$ cat src/rtl/aer_rx_fifo.sv
`default_nettype none
// +--------------------------------------------------------------------------+
// | Module      : aer_rx_fifo                                                |
// | Description : Two-word (Y then X) AER handshake receiver feeding an      |
// |               event FIFO of {pol, x, y} plus timestamp.                  |
// |               Optional macro AER_POLARITY_EN splits polarity from X.     |
// | Revision    : 1.0                                                        |
// +--------------------------------------------------------------------------+
module aer_rx_fifo #(
    parameter int Y_W    = 8,
    parameter int X_W    = 9,
    parameter int TS_W   = 32,
    parameter int SETTLE = 16,
    parameter int DEPTH  = 16
) (
    input  logic                                   clk,
    input  logic                                   rst,
    input  logic [((Y_W > X_W) ? Y_W : X_W)-1:0]   AER_bus,
    input  logic                                   REQ,
    input  logic                                   SEL,
    input  logic [TS_W-1:0]                        time_stamp,
    output logic                                   ACK,
    output logic                                   evt_valid,
    input  logic                                   evt_ready,
    output logic [X_W+Y_W:0]                       evt_data,
    output logic [TS_W-1:0]                        evt_ts,
    output logic [$clog2(DEPTH):0]                 fifo_level,
    output logic [15:0]                            orphan_cnt
);

    localparam int c_BUS_W = (Y_W > X_W) ? Y_W : X_W;
    localparam int c_AW    = $clog2(DEPTH);
    localparam int c_LW    = c_AW + 1;
    localparam int c_EW    = 1 + X_W + Y_W;
    localparam int c_CNT_W = $clog2(SETTLE + 1);
    localparam logic [c_CNT_W-1:0] c_CNT_LAST = c_CNT_W'(SETTLE - 1);

    typedef enum logic [2:0] {
        IDLE     = 3'd0,
        Y_SETTLE = 3'd1,
        X_SETTLE = 3'd2,
        X_STALL  = 3'd3,
        WAIT_REL = 3'd4
    } state_t;

    logic                 r_req_m, r_req_s, r_sel_m, r_sel_s;
    logic [c_BUS_W-1:0]   r_bus_m, r_bus_s;
    state_t               r_state;
    logic [c_CNT_W-1:0]   r_cnt;
    logic [Y_W-1:0]       r_y;
    logic                 r_row_valid;
    logic                 r_ack;
    logic [15:0]          r_orphan;
    logic [c_EW-1:0]      r_hold_evt;
    logic [TS_W-1:0]      r_hold_ts;

    logic [c_EW-1:0]      r_mem_evt [DEPTH];
    logic [TS_W-1:0]      r_mem_ts  [DEPTH];
    logic [c_AW-1:0]      r_wr_ptr, r_rd_ptr;
    logic [c_LW-1:0]      r_level;

    logic [X_W-1:0]       w_x;
    logic                 w_pol;
    logic                 w_full, w_pop, w_can_push, w_push, w_settled;
    logic [c_EW-1:0]      w_push_evt;
    logic [TS_W-1:0]      w_push_ts;

`ifdef AER_POLARITY_EN
    assign w_pol = r_bus_s[0];
    assign w_x   = {1'b0, r_bus_s[X_W-1:1]};
`else
    assign w_pol = 1'b0;
    assign w_x   = r_bus_s[X_W-1:0];
`endif

    // REQ synchroniser resets to the released level so reset never looks like a request
    always_ff @(posedge clk) begin
        if (rst) begin
            r_req_m <= 1'b1;
            r_req_s <= 1'b1;
            r_sel_m <= 1'b0;
            r_sel_s <= 1'b0;
            r_bus_m <= '0;
            r_bus_s <= '0;
        end else begin
            r_req_m <= REQ;
            r_req_s <= r_req_m;
            r_sel_m <= SEL;
            r_sel_s <= r_sel_m;
            r_bus_m <= AER_bus;
            r_bus_s <= r_bus_m;
        end
    end

    assign w_full     = (r_level == c_LW'(DEPTH));
    assign w_pop      = evt_valid && evt_ready;
    assign w_can_push = !w_full || w_pop;
    assign w_settled  = (r_cnt == c_CNT_LAST);
    assign w_push     = ((r_state == X_SETTLE) && w_settled && r_row_valid && w_can_push) ||
                        ((r_state == X_STALL) && w_can_push);
    assign w_push_evt = (r_state == X_STALL) ? r_hold_evt : {w_pol, w_x, r_y};
    assign w_push_ts  = (r_state == X_STALL) ? r_hold_ts  : time_stamp;

    always_ff @(posedge clk) begin
        if (rst) begin
            r_state     <= IDLE;
            r_cnt       <= '0;
            r_y         <= '0;
            r_row_valid <= 1'b0;
            r_ack       <= 1'b1;
            r_orphan    <= '0;
            r_hold_evt  <= '0;
            r_hold_ts   <= '0;
        end else begin
            case (r_state)
                IDLE: begin
                    if (!r_req_s) begin
                        r_cnt   <= '0;
                        r_state <= r_sel_s ? X_SETTLE : Y_SETTLE;
                    end
                end
                Y_SETTLE: begin
                    if (w_settled) begin
                        r_y         <= r_bus_s[Y_W-1:0];
                        r_row_valid <= 1'b1;
                        r_ack       <= 1'b0;
                        r_state     <= WAIT_REL;
                    end else begin
                        r_cnt <= r_cnt + c_CNT_W'(1);
                    end
                end
                X_SETTLE: begin
                    if (w_settled) begin
                        if (!r_row_valid) begin
                            if (r_orphan != 16'hFFFF)
                                r_orphan <= r_orphan + 16'd1;
                            r_ack   <= 1'b0;
                            r_state <= WAIT_REL;
                        end else if (w_can_push) begin
                            r_ack   <= 1'b0;
                            r_state <= WAIT_REL;
                        end else begin
                            r_hold_evt <= w_push_evt;
                            r_hold_ts  <= time_stamp;
                            r_state    <= X_STALL;
                        end
                    end else begin
                        r_cnt <= r_cnt + c_CNT_W'(1);
                    end
                end
                X_STALL: begin
                    if (w_can_push) begin
                        r_ack   <= 1'b0;
                        r_state <= WAIT_REL;
                    end
                end
                WAIT_REL: begin
                    if (r_req_s) begin
                        r_ack   <= 1'b1;
                        r_state <= IDLE;
                    end
                end
                default: r_state <= IDLE;
            endcase
        end
    end

    always_ff @(posedge clk) begin
        if (rst) begin
            r_wr_ptr <= '0;
            r_rd_ptr <= '0;
            r_level  <= '0;
        end else begin
            if (w_push)
                r_wr_ptr <= r_wr_ptr + c_AW'(1);
            if (w_pop)
                r_rd_ptr <= r_rd_ptr + c_AW'(1);
            r_level <= r_level + c_LW'(w_push) - c_LW'(w_pop);
        end
    end

    // At full a push only happens alongside a pop, so overwriting the head slot is safe
    always_ff @(posedge clk) begin
        if (w_push) begin
            r_mem_evt[r_wr_ptr] <= w_push_evt;
            r_mem_ts[r_wr_ptr]  <= w_push_ts;
        end
    end

    assign evt_valid  = (r_level != '0);
    assign evt_data   = evt_valid ? r_mem_evt[r_rd_ptr] : '0;
    assign evt_ts     = evt_valid ? r_mem_ts[r_rd_ptr]  : '0;
    assign fifo_level = r_level;
    assign ACK        = r_ack;
    assign orphan_cnt = r_orphan;

endmodule
`default_nettype wire

$ cat config.mk
export PLATFORM = sky130hd
export DESIGN_NAME = aer_rx_fifo
export DESIGN_NICKNAME = d
export VERILOG_FILES = /design/src/rtl/aer_rx_fifo.sv
export SDC_FILE = /design/constraint.sdc
export NUM_CORES = 1
export LEC_CHECK = 0
export BUFFER_PORTS_ARGS = -buffer_cell sky130_fd_sc_hd__buf_4
export CORE_UTILIZATION = 50
export DETAILED_ROUTE_END_ITERATION = 7
export PLACE_DENSITY = 0.77
export RECOVER_POWER = 50
export SLEW_MARGIN = 20
export SYNTH_ARGS = -nofsm -noshare
export SYNTH_HDL_FRONTEND = slang
export SYNTH_SLANG_ARGS = --single-unit
$ cat constraint.sdc
create_clock -name clk -period 5.35 [get_ports clk]
set_input_delay 0.535 -clock clk [delete_from_list [all_inputs] [get_ports clk]]
set_output_delay 0.535 -clock clk [all_outputs]
set_load 0.02 [all_outputs]
# Word level (Yosys, flattened, before mapping)
# Memories as Yosys holds them, arrays and structs flattened. A register that Yosys moved wholly into a read port is not among the register bits.
# Index checks and enable logic that the tools add are counted.
[word_totals] register_bits=119 mem_bits_rw=800 in_bits=46 out_inout_bits=73 elab_cells=87 mem_count=2
[memory_table] name="r_mem_ts" depth=16 width=32 rd=1 rd_ports_with_merged_regs=1 write_ports=1 line_no="58" rtl="logic [TS_W-1:0] r_mem_ts [DEPTH];"
[memory_table] name="r_mem_evt" depth=16 width=18 rd=1 rd_ports_with_merged_regs=1 write_ports=1 line_no="57" rtl="logic [c_EW-1:0] r_mem_evt [DEPTH];"
[op_classes] n_addsub=6 eq_ne=13 muxes=28 n_bitwise=2 n_reduce_logical=19
[ops] cell="32-bit two-way mux" count=2
[ops] cell="18-bit two-way mux" count=2
[ops] cell="3-bit two-way mux" count=7
[ops] cell="16-bit by 1-bit adder with 16-bit output (second input constant)" count=1
[ops] cell="4-bit two-way mux" count=4
[ops] cell="16-bit inequality test (second input constant)" count=1
[ops] cell="3-bit case mux with 5 select lines" count=1
[ops] cell="2-bit inequality test (second input constant)" count=6
[ops] cell="4-bit AND reduction" count=3
[ops] cell="5-bit two-way mux" count=2
[ops] cell="5-bit case mux with 2 select lines" count=1
[ops] cell="4-bit by 1-bit adder with 4-bit output (second input constant)" count=2
[ops] cell="1-bit two-way mux" count=7
[ops] cell="3-bit by 2-bit == test with 1-bit output (second input constant)" count=2
[ops] cell="5-bit by 1-bit adder with 5-bit output" count=1
[ops] cell="5-bit by 1-bit adder with 5-bit output (second input constant)" count=1
[ops] cell="5-bit by 4-bit == test with 1-bit output (second input constant)" count=1
[ops] cell="5-bit == test (second input constant)" count=1
[ops] cell="1-bit logical AND" count=5
[ops] cell="5-bit AND reduction" count=1
[ops] cell="5-bit nonzero test" count=1
[ops] cell="5-bit by 1-bit subtractor with 5-bit output" count=1
[ops] cell="1-bit case mux with 4 select lines" count=1
[ops] cell="4-bit nonzero test" count=1
[ops] cell="other kinds (11)" count=13

# Longest topological paths before layout
# Gate-level depths: netlist (run 1).
[depth] depth_word=7 mapped_depth=15

# Least setup slack after synthesis (run 1)
# Ideal clock, no wire load.
[synth_path] path_kind="register -> register" from="register r_cnt[0]" to="memory r_mem_evt[11][0] in the netlist's numbering, enable pin" t_arrival_ns=4.904 path_slack_ns=-0.074 path_stages_with_launch=7 n_path_buf=0 synth_period_minus_slack_ns=5.424 path_cell_list="dfxtp_1 -> ha_1 -> and3_1 -> ha_1 -> a21oi_1 -> a2111o_1 -> nor3_1"
[synth_between] elab_chain_cells=7
[synth_lines] element="start: declaration" line_no="49" rtl="logic [c_CNT_W-1:0] r_cnt;"
[synth_lines] element="start signal: assignment" line_no="129" rtl="r_cnt <= r_cnt + c_CNT_W'(1);"
[synth_lines] element="start signal: assignment" line_no="148" rtl="r_cnt <= r_cnt + c_CNT_W'(1);"
[synth_lines] element="5-bit by 4-bit == test with 1-bit output" line_no="98" rtl="assign w_settled = (r_cnt == c_CNT_LAST);"
[synth_lines] element="1-bit logical AND (3 in a row)" line_no="99" rtl="assign w_push = ((r_state == X_SETTLE) && w_settled && r_row_valid && w_can_push) ||"
[synth_lines] element="1-bit logical OR" line_no="99"
[synth_lines] element="1-bit two-way mux" line_no="184" rtl="if (w_push) begin"
[synth_lines] element="1-bit two-way mux (not written as such)" line_no="185" rtl="r_mem_evt[r_wr_ptr] <= w_push_evt;"
[synth_lines] element="end: declaration" line_no="57"
# Every way passes these cells.

# Worst setup path after layout (run 1)
[layout_path] from="input port rst" to="register r_rd_ptr[1]"
[layout_lines] element="start: declaration" line_no="17" rtl="input logic rst,"
[layout_lines] element="end signal: assignment" line_no="177" rtl="r_rd_ptr <= r_rd_ptr + c_AW'(1);"
[layout_lines] element="end: declaration" line_no="59" rtl="logic [c_AW-1:0] r_wr_ptr, r_rd_ptr;"
# No word-level cell between the ends.

==> flow_metrics.tcl, run 1 <==
set metrics [dict create \
    status "finished with violations" \
    violations "capacitance limit, slew limit" \
    start_util_pct 50.5 \
    relSlewSlack_pct -109 \
    drc_errors 0 \
    power.leakage_nw 13.1 \
    drv_slew 267 \
    antenna_found_initial 2 \
    root_buffer "clkbuf_16" \
    layout-area-overhead-vs-synth_pct 13.9 \
    place_ws_ns 1.53 \
    post_cts_buffers 0 \
    synthesis.area_um2 35500 \
    path_max_fanout 58 \
    dp.final_hpwl_um 43700 \
    drtAntennaViolNets 0 \
    rows 97 \
    synth.yosys.seq_area_share_pct 74.7 \
    grt_first_pass_wirelength_um 118000 \
    clk_latency_ns 0.64 \
    critPathKind "primary input to flip-flop" \
    cp.arrival_ns 4.92 \
    cts.repair.resized 0 \
    min_path_type "primary input to flip-flop" \
    firstDrtPassIters 7 \
    fillers 5048 \
    synth_edf_count 800 \
    synth.most_common_cell "edfxtp_1" \
    multi_input_area_um2 8520 \
    yosysTopAreaCell "edfxtp_1" \
    clk_pin_slew_ns 0.06 \
    die_y_um 268 \
    drive_above_1_share_pct 25.2 \
    clockBufferDepth 3 \
    worst_pin_slew_ns 3.14 \
    rsz0062_at_grt "false" \
    fin_nets 2007 \
    hold_viol_final 0 \
    clock_sinks 923 \
    io-pin-count 119 \
    insertedDiodeCount 0 \
    dp.cells 2793 \
    final_cells 2961 \
    synth.distinct_cells 56 \
    numCtsBuffers 91 \
    ys_seq_elements 923 \
    setup-violations-final 0 \
    core_um2 70100 \
    crit_path_end_kind "flip-flop" \
    synth-async-reset-ratio_pct 0 \
    via_count 18400 \
    io_buffers 118 \
    via_per_inst 6.21 \
    cts_tree "done" \
    routedWlPerCell_um 27.0 \
    die-area_um2 72000 \
    yosysWarnings 0 \
    syn_avg_cell_area_um2 19.8 \
    irDropWorstVdd_mv 0.307 \
    cts_hold_buf 0 \
    ys.flop_type "edfxtp_1" \
    skew_ns 0.0271 \
    drt_iter0_drc 2150 \
    grt_start_max_net_pins 69 \
    finalCriticalPeriod_ns 4.61 \
    total_power_mw 17.7 \
    power.density_nw_per_um2 438 \
    startpoint_type "primary input" \
    max-cap-violations 8 \
    grt-ovfl-total 0 \
    syn_inst 1794 \
    grt_util_all_layers_pct 22.4 \
    max_freq_mhz 217 \
    ys_top_cells_by_area "edfxtp_1 (68%), mux4_2 (13%), dfxtp_1 (6.9%)" \
    crit_required_ns 5.66 \
    synth_top_area_share_pct 67.8 \
    drt-total-wl_um 80000 \
    syn_nets 1855 \
    grt_pass1_vias 18800 \
    fin_ws_ns 0.743 \
    die_w_um 268 \
    cts_max_level 3 \
    final-seq-area_um2 26500 \
    ys_top_cells_by_count "edfxtp_1 (800), mux4_2 (198), dfxtp_1 (123)" \
    gp_congestion 0.785 \
    fin_crit_sh_pct 86.1 \
]
## layout by cell type, fill, tap and decap left out, types with 9 or more instances in the layout
cell	Yosys	routed
edfxtp_1	800	800
mux4_2	198	198
buf_4	0	128
dfxtp_1	123	120
clkbuf_16	0	92
nand2_1	74	74
a21oi_1	52	52
clkbuf_1	66	51
a22o_1	49	49
a221o_1	49	49
mux2_1	0	43
nor2_1	36	35
nor2b_1	30	30
inv_1	20	20
nand2b_1	20	20
o211a_1	17	17
and3_2	0	14
clkinv_1	1	14
ha_1	14	14
clkinv_2	0	14
mux2_2	56	13
mux2i_1	13	13
nand3_1	13	13
clkbuf_8	0	9
## flip-flops by register name, summed over array words and instances (netlist names), 3 cells and up, named ones only
register	count
r_cnt	5
r_hold_evt	18
r_hold_ts	32
r_bus_m	9
r_wr_ptr	4
r_mem_evt	288
fifo_level	5
r_rd_ptr	4
r_y	8
r_bus_s	9
r_mem_ts	512
r_state	3
orphan_cnt	16
## routing by layer
metal	global-route usage (%)	routed length, µm	part of all wire, %	vias to the layer above
met5	0	27	0.034	-
met4	5.47	1580	2.0	4
met3	4.92	7120	8.9	122
met2	37.4	40000	50	972
met1	30.2	31200	39	9591
li1	-	-	-	7697
## per-stage QoR
| stage | instance area, µm² | TNS (ns) | hold WS (ns) | utilization [%] |
|---|---|---|---|---|
| after floorplan | 35500 | -7.39 | 0.389 | - |
| after global placement | 37600 | 0 | 0.395 | 53.5 |
| after detailed placement | 37600 | 0 | 0.400 | 53.5 |
| after CTS | 40500 | 0 | 0.0807 | 57.7 |
| after global routing | 40400 | 0 | 0.0904 | 57.5 |
| final | 40400 | 0 | 0.103 | 57.5 |
## power by group
part	switching, mW	internal [mW]
sequential	0.167	7.83
combinational	1.80	1.67
clock	2.66	3.57
total	4.63	13.1
## path summary, 6_finish.rpt
path | start | endpoint | slack (ns) | depth (start not counted)
worst max-delay path | rst | r_rd_ptr[1]$_SDFFE_PP0P_ | 0.74 | 3
worst min-delay path | REQ | r_req_m$_SDFF_PP1_ | 0.10 | 2
worst max register to register | r_state[2]$_SDFFE_PP0P_ | r_hold_evt[13]$_SDFFE_PP0P_ | 1.03 | 5
worst min register to register | r_req_m$_SDFF_PP1_ | r_req_s$_SDFF_PP1_ | 0.41 | 1
## cells by family (layout without fill, tap and decap cells)
family                   count (synthesis)  after routing  synth area share (%)
multiplexers                           267            267                  14.7
XOR/XNOR                                11             11                 0.272
adder cells (fa/ha/maj)                 15             15                 0.551
AND/OR/NAND/NOR                        245            245                  3.65
AO/OA/AOI/OAI                          209            209                  4.69
buffers and inverters                  124            351                  1.42
flip-flops                             923            923                  74.7
## final cells by class
type / instances / area share (%)
Clock inverter: 43 / 1.04
Timing Repair Buffer: 161 / 2.85
Clock buffer: 125 / 6.25
Multi-Input combinational cell: 747 / 21.1
Tap cell: 940 / 2.91
Inverter: 22 / 0.205
Sequential cell: 923 / 65.6
## worst max-delay path, stage by stage
cell	delay [ns]
clkbuf_1	1.73
clkbuf_1	2.32
a21oi_1	0.29
(Power assumes the default switching activity.)
==> run 2, diff against run 1 <==
- CORE_ASPECT_RATIO: default -> 0.9
- PLACE_DENSITY: 0.77 -> 0.69
==> run 2 against run 1 <==
  * Cell area grew 0.39%
  * Highest routed layer is now met4
  * Via count shrank 1.4%
  * Combinational power about the same
  * Core utilization grew 0.26 points
  * Fmax up 5.2%
  * Sequential power barely moved
  * Clock-buffer cell count down 6
  * Sequential share of layout area shrank 0.25 points
  * Clock skew is 0.0028 ns higher
  * Worst setup slack improved by 0.23 ns
  * The run still ends with capacitance limit, slew limit left
==> flow_metrics.tcl, run 2 (synthesized netlist as in run 1, its figures left out) <==
set metrics [dict create \
    routedWlPerCell_um 26.4 \
    grt_pass1_vias 18300 \
    core_um2 70100 \
    tns_ns 0 \
    via_per_inst 6.12 \
    hold_viol_final 0 \
    die-area_um2 72000 \
    firstDrtPassIters 5 \
    rows 92 \
    place_area_um2 37600 \
    path_buf_inv 1 \
    drtAntennaViolNets 0 \
    drt-total-wl_um 78200 \
    die_y_um 255 \
    cpMostUsedCell "ha_1" \
    grt_util_all_layers_pct 22.3 \
    clockBufferDepth 3 \
    cp_slowest_cell "nor2b_1" \
    clk_pin_slew_ns 0.06 \
    cts_max_level 3 \
    max_freq_mhz 228 \
    cts_hold_buf 0 \
    grt_start_max_net_pins 67 \
    via_count 18100 \
    critPathKind "flip-flop to flip-flop" \
    start_util_pct 50.6 \
    drc_errors 0 \
    relSlewSlack_pct -71.7 \
    cp.arrival_ns 4.64 \
    post_cts_buffers 0 \
    grt-ovfl-total 0 \
    final_cell_mix "edfxtp_1 (800), mux4_2 (198), buf_4 (134), dfxtp_1 (120), clkbuf_16 (91)" \
    die_w_um 283 \
    path_max_fanout 38 \
    pwr-share-clk_pct 36.2 \
    numCtsBuffers 89 \
    clock_sinks 923 \
    fin_area_um2 40500 \
    cts_tree "done" \
    setup-violations-final 0 \
    rsz0062_at_grt "false" \
    p_sw_share_pct 25.9 \
    top_register "r_mem_ts" \
    skew_ns 0.0299 \
    largest_reg_flops 512 \
    seq_power_share_pct 44.6 \
    antenna_found_initial 0 \
    crit_path_end_kind "flip-flop" \
    fin_crit_sh_pct 81.8 \
    cpPeakStageDelay_ns 1.34 \
    io_buffers 118 \
    cts.repair.resized 0 \
    max-cap-violations 5 \
    grt_first_pass_wirelength_um 118000 \
    dp.final_hpwl_um 43500 \
    crit_path_cell_trace "ha_1, and3_1, ha_1, a21oi_1, a2111o_1, nor2b_1, buf_4" \
    fin_ws_ns 0.972 \
    power.density_nw_per_um2 442 \
    total_power_mw 17.9 \
    startpoint_type "flip-flop" \
    root_buffer "clkbuf_16" \
    power_frac_comb_pct 19.3 \
    finalCriticalPeriod_ns 4.38 \
    p_int_mw 13.3 \
    worst_pin_slew_ns 2.58 \
    status "finished with violations" \
    power.leakage_nw 13.2 \
    fin_nets 2007 \
    drt_iter0_drc 1998 \
    critical_path.top_delay_family "simple AND/OR/NAND/NOR gates" \
    drive_above_1_share_pct 26.0 \
    io-pin-count 119 \
    min_path_type "primary input to flip-flop" \
    power_switching_mw 4.64 \
    clk_latency_ns 0.66 \
    final_common_cell "edfxtp_1" \
    layout-area-overhead-vs-synth_pct 14.3 \
    insertedDiodeCount 0 \
    drv_slew 137 \
    violations "capacitance limit, slew limit" \
    crit_required_ns 5.61 \
    place_ws_ns 1.50 \
    irDropWorstVdd_mv 0.393 \
    reg_top3 "r_mem_ts x512, r_mem_evt x288, r_hold_ts x32" \
    gp_congestion 0.768 \
]
## run 2: cell count changes in the layout (fill, tap and decap cells not counted), moves of 5 or more
cell       before  now
clkinv_2       14   21
inv_6           1    7
buf_4         128  134
clkbuf_1       51   42
mux2_1         43   49
mux2_2         13    7
bufinv_16       5   10
clkinv_1       14    3
## run 2: power groups by stage
stage | Sequential, mW | Combinational (mW) | Clock [mW]
floorplan | 8.02 | 2.45 | 0
global placement | 8.15 | 3.50 | 0
detailed placement | 8.15 | 3.52 | 0
CTS | 8.00 | 3.53 | 6.57
global route | 8.00 | 3.69 | 6.86
finish | 7.99 | 3.46 | 6.48
## run 2: final cells by class
type / count / area (µm²)
Clock buffer: 119 / 2490
Clock inverter: 48 / 562
Fill cell: 5056 / 29600
Inverter: 22 / 82.6
Multi-Input combinational cell: 747 / 8540
Sequential cell: 923 / 26500
Tap cell: 940 / 1180
Timing Repair Buffer: 163 / 1180
## run 2: metal layers
| metal | vias up | global-route usage (%) | wire length (µm) |
|---|---|---|---|
| met5 | - | 0 | 0 |
| met4 | 0 | 5.68 | 1470 |
| met3 | 118 | 3.34 | 5930 |
| met2 | 754 | 34.8 | 37600 |
| met1 | 9561 | 33.2 | 33200 |
| li1 | 7692 | - | - |
## run 2: stage by stage
step | hold slack [ns] | utilization (%) | std cells
floorplan | 0.389 | - | 1794
global placement | 0.395 | 53.6 | 2795
detailed placement | 0.397 | 53.6 | 2795
CTS | 0.0458 | 58.0 | 2962
global route | 0.0625 | 57.8 | 2962
finish | 0.0767 | 57.8 | 2962
## run 2: worst paths after layout
check | end | slack (ns) | from | depth (start not counted)
hold / removal | r_req_m$_SDFF_PP1_ | 0.08 | REQ | 2
hold reg to reg | r_req_s$_SDFF_PP1_ | 0.41 | r_req_m$_SDFF_PP1_ | 1
setup / recovery | r_mem_ts[7][29]$_DFFE_PP_ | 0.97 | r_cnt[0]$_SDFFE_PP0P_ | 7
setup reg to reg | r_mem_ts[7][29]$_DFFE_PP_ | 0.97 | r_cnt[0]$_SDFFE_PP0P_ | 7
==> run 3, diff against run 2 <==
- PLACE_DENSITY: 0.69 -> 0.66
- clock period: 5.35 -> 4.5 ns (I/O delays scaled with it)
==> run 3 against run 2 <==
  * The run still ends with capacitance limit, slew limit left
  * Register-to-register slack worse by 0.27 ns
  * Routed wire length is 0.74% lower
  * Combinational power is 19% higher
  * First-iteration DRC count is 11% lower
  * Final cell count is 0.41% higher
  * Cell area hardly changed
==> flow_metrics.tcl, run 3 (synthesized netlist as in run 1, its figures left out) <==
set metrics [dict create \
    final_common_cell "edfxtp_1" \
    reg_top3 "r_mem_ts x512, r_mem_evt x288, r_hold_ts x32" \
    relSlewSlack_pct -170 \
    holdWs_ns 0.0477 \
    numCtsBuffers 91 \
    place_ws_ns 1.14 \
    start_util_pct 50.6 \
    clk_latency_ns 0.65 \
    drt-total-wl_um 77600 \
    clockBufferDepth 3 \
    grt-ovfl-total 0 \
    status "finished with violations" \
    crit_path_end_kind "output port" \
    layout-area-overhead-vs-synth_pct 14.4 \
    final_cell_mix "edfxtp_1 (800), mux4_2 (198), buf_4 (125), dfxtp_1 (120), clkbuf_16 (92)" \
    rsz0062_at_grt "false" \
    drc_errors 0 \
    drtAntennaViolNets 0 \
    fin_ws_ns 0.496 \
    clk_pin_slew_ns 0.06 \
    power.leakage_nw 13.2 \
    place_area_um2 37800 \
    grt_first_pass_wirelength_um 115000 \
    antenna_found_initial 0 \
    gp_congestion 0.796 \
    cts.repair.resized 0 \
    via_per_inst 6.02 \
    irDropWorstVdd_mv 0.385 \
    io-pin-count 119 \
    skew_ns 0.0199 \
    die_y_um 255 \
    path_max_fanout 27 \
    post_cts_buffers 0 \
    worst_pin_slew_ns 4.05 \
    power.density_nw_per_um2 513 \
    routedWlPerCell_um 26.1 \
    rows 92 \
    use_met2_pct 33.9 \
    total_power_mw 20.8 \
    dp.cells 2798 \
    top_register "r_mem_ts" \
    crit_required_ns 4.05 \
    drv_slew 77 \
    drive_above_1_share_pct 25.0 \
    clock_sinks 923 \
    critPathKind "flip-flop to output port" \
    grt_util_all_layers_pct 21.8 \
    fin_nets 2020 \
    root_buffer "clkbuf_16" \
    io_buffers 118 \
    via_count 17900 \
    die_w_um 283 \
    tns_ns 0 \
    hold_viol_final 0 \
    cts_hold_buf 8 \
    die-area_um2 72000 \
    startpoint_type "flip-flop" \
    finalCriticalPeriod_ns 4.00 \
    busiest_layer "met2" \
    min_path_type "primary input to flip-flop" \
    largest_reg_flops 512 \
    max-cap-violations 1 \
    drt_iter0_drc 1776 \
    cts_max_level 3 \
    finish.utilization_pct 57.8 \
    firstDrtPassIters 5 \
    final_cells 2974 \
    met1_usage_pct 32.4 \
    fin_crit_sh_pct 89.0 \
    cp.arrival_ns 3.55 \
    insertedDiodeCount 0 \
    core_um2 70100 \
    dp.final_hpwl_um 42300 \
    fin_area_um2 40600 \
    max_freq_mhz 250 \
    grt_pass1_vias 18300 \
    cts_tree "done" \
    violations "capacitance limit, slew limit" \
    setup-violations-final 0 \
    grt_util_met3_pct 3.56 \
    grt_start_max_net_pins 77 \
]
[run 3: cell types whose count changed in the layout (fill, tap and decap cells not counted), sizes merged]
cell	delta
clkinv	+1
bufinv	-8
inv	+2
clkinvlp	-3
clkbuf	+9
buf	+3
dlygate4sd3	+8
[run 3: worst paths after layout]
check / start / endpoint / slack, ns / cells after the start
setup / recovery: fifo_level[2]$_SDFF_PP0_ / evt_data[15] / 0.50 / 9
hold / removal: AER_bus[4] / r_bus_m[4]$_SDFF_PP0_ / 0.05 / 2
setup reg to reg: r_cnt[0]$_SDFFE_PP0P_ / fifo_level[4]$_SDFF_PP0_ / 0.70 / 15
hold reg to reg: r_req_m$_SDFF_PP1_ / r_req_s$_SDFF_PP1_ / 0.42 / 1
[run 3: per-layer routing]
metal  wire length (µm)  up-vias
met1              34400     9486
met4               1470        0
li1                   -     7720
met2              36900      586
met3               4840      105
met5                  0        -
[run 3: cell type report]
type / instances / area (µm²)
sequential: 923 / 26500
tap: 940 / 1180
clock inverter: 40 / 294
inverter: 22 / 82.6
multi-input combinational: 747 / 8530
clock buffer: 128 / 2540
timing repair buffer: 174 / 1430
fill: 5110 / 29500
[run 3: worst max-delay path: stages, from the launching register on]
cell     delay, ns
dfxtp_1       0.33
inv_1         0.08
ha_1          0.19
nor4b_4       0.52
inv_1         0.28
nand2_1       0.28
nor2_4        0.18
buf_4         0.37
a221o_1       0.46
buf_4         0.19
[run 3: where the power goes]
part           total, mW  switching, mW  internal (mW)
logic               4.13           2.09           2.04
registers           9.47          0.163           9.31
clock network       7.21           3.14           4.07
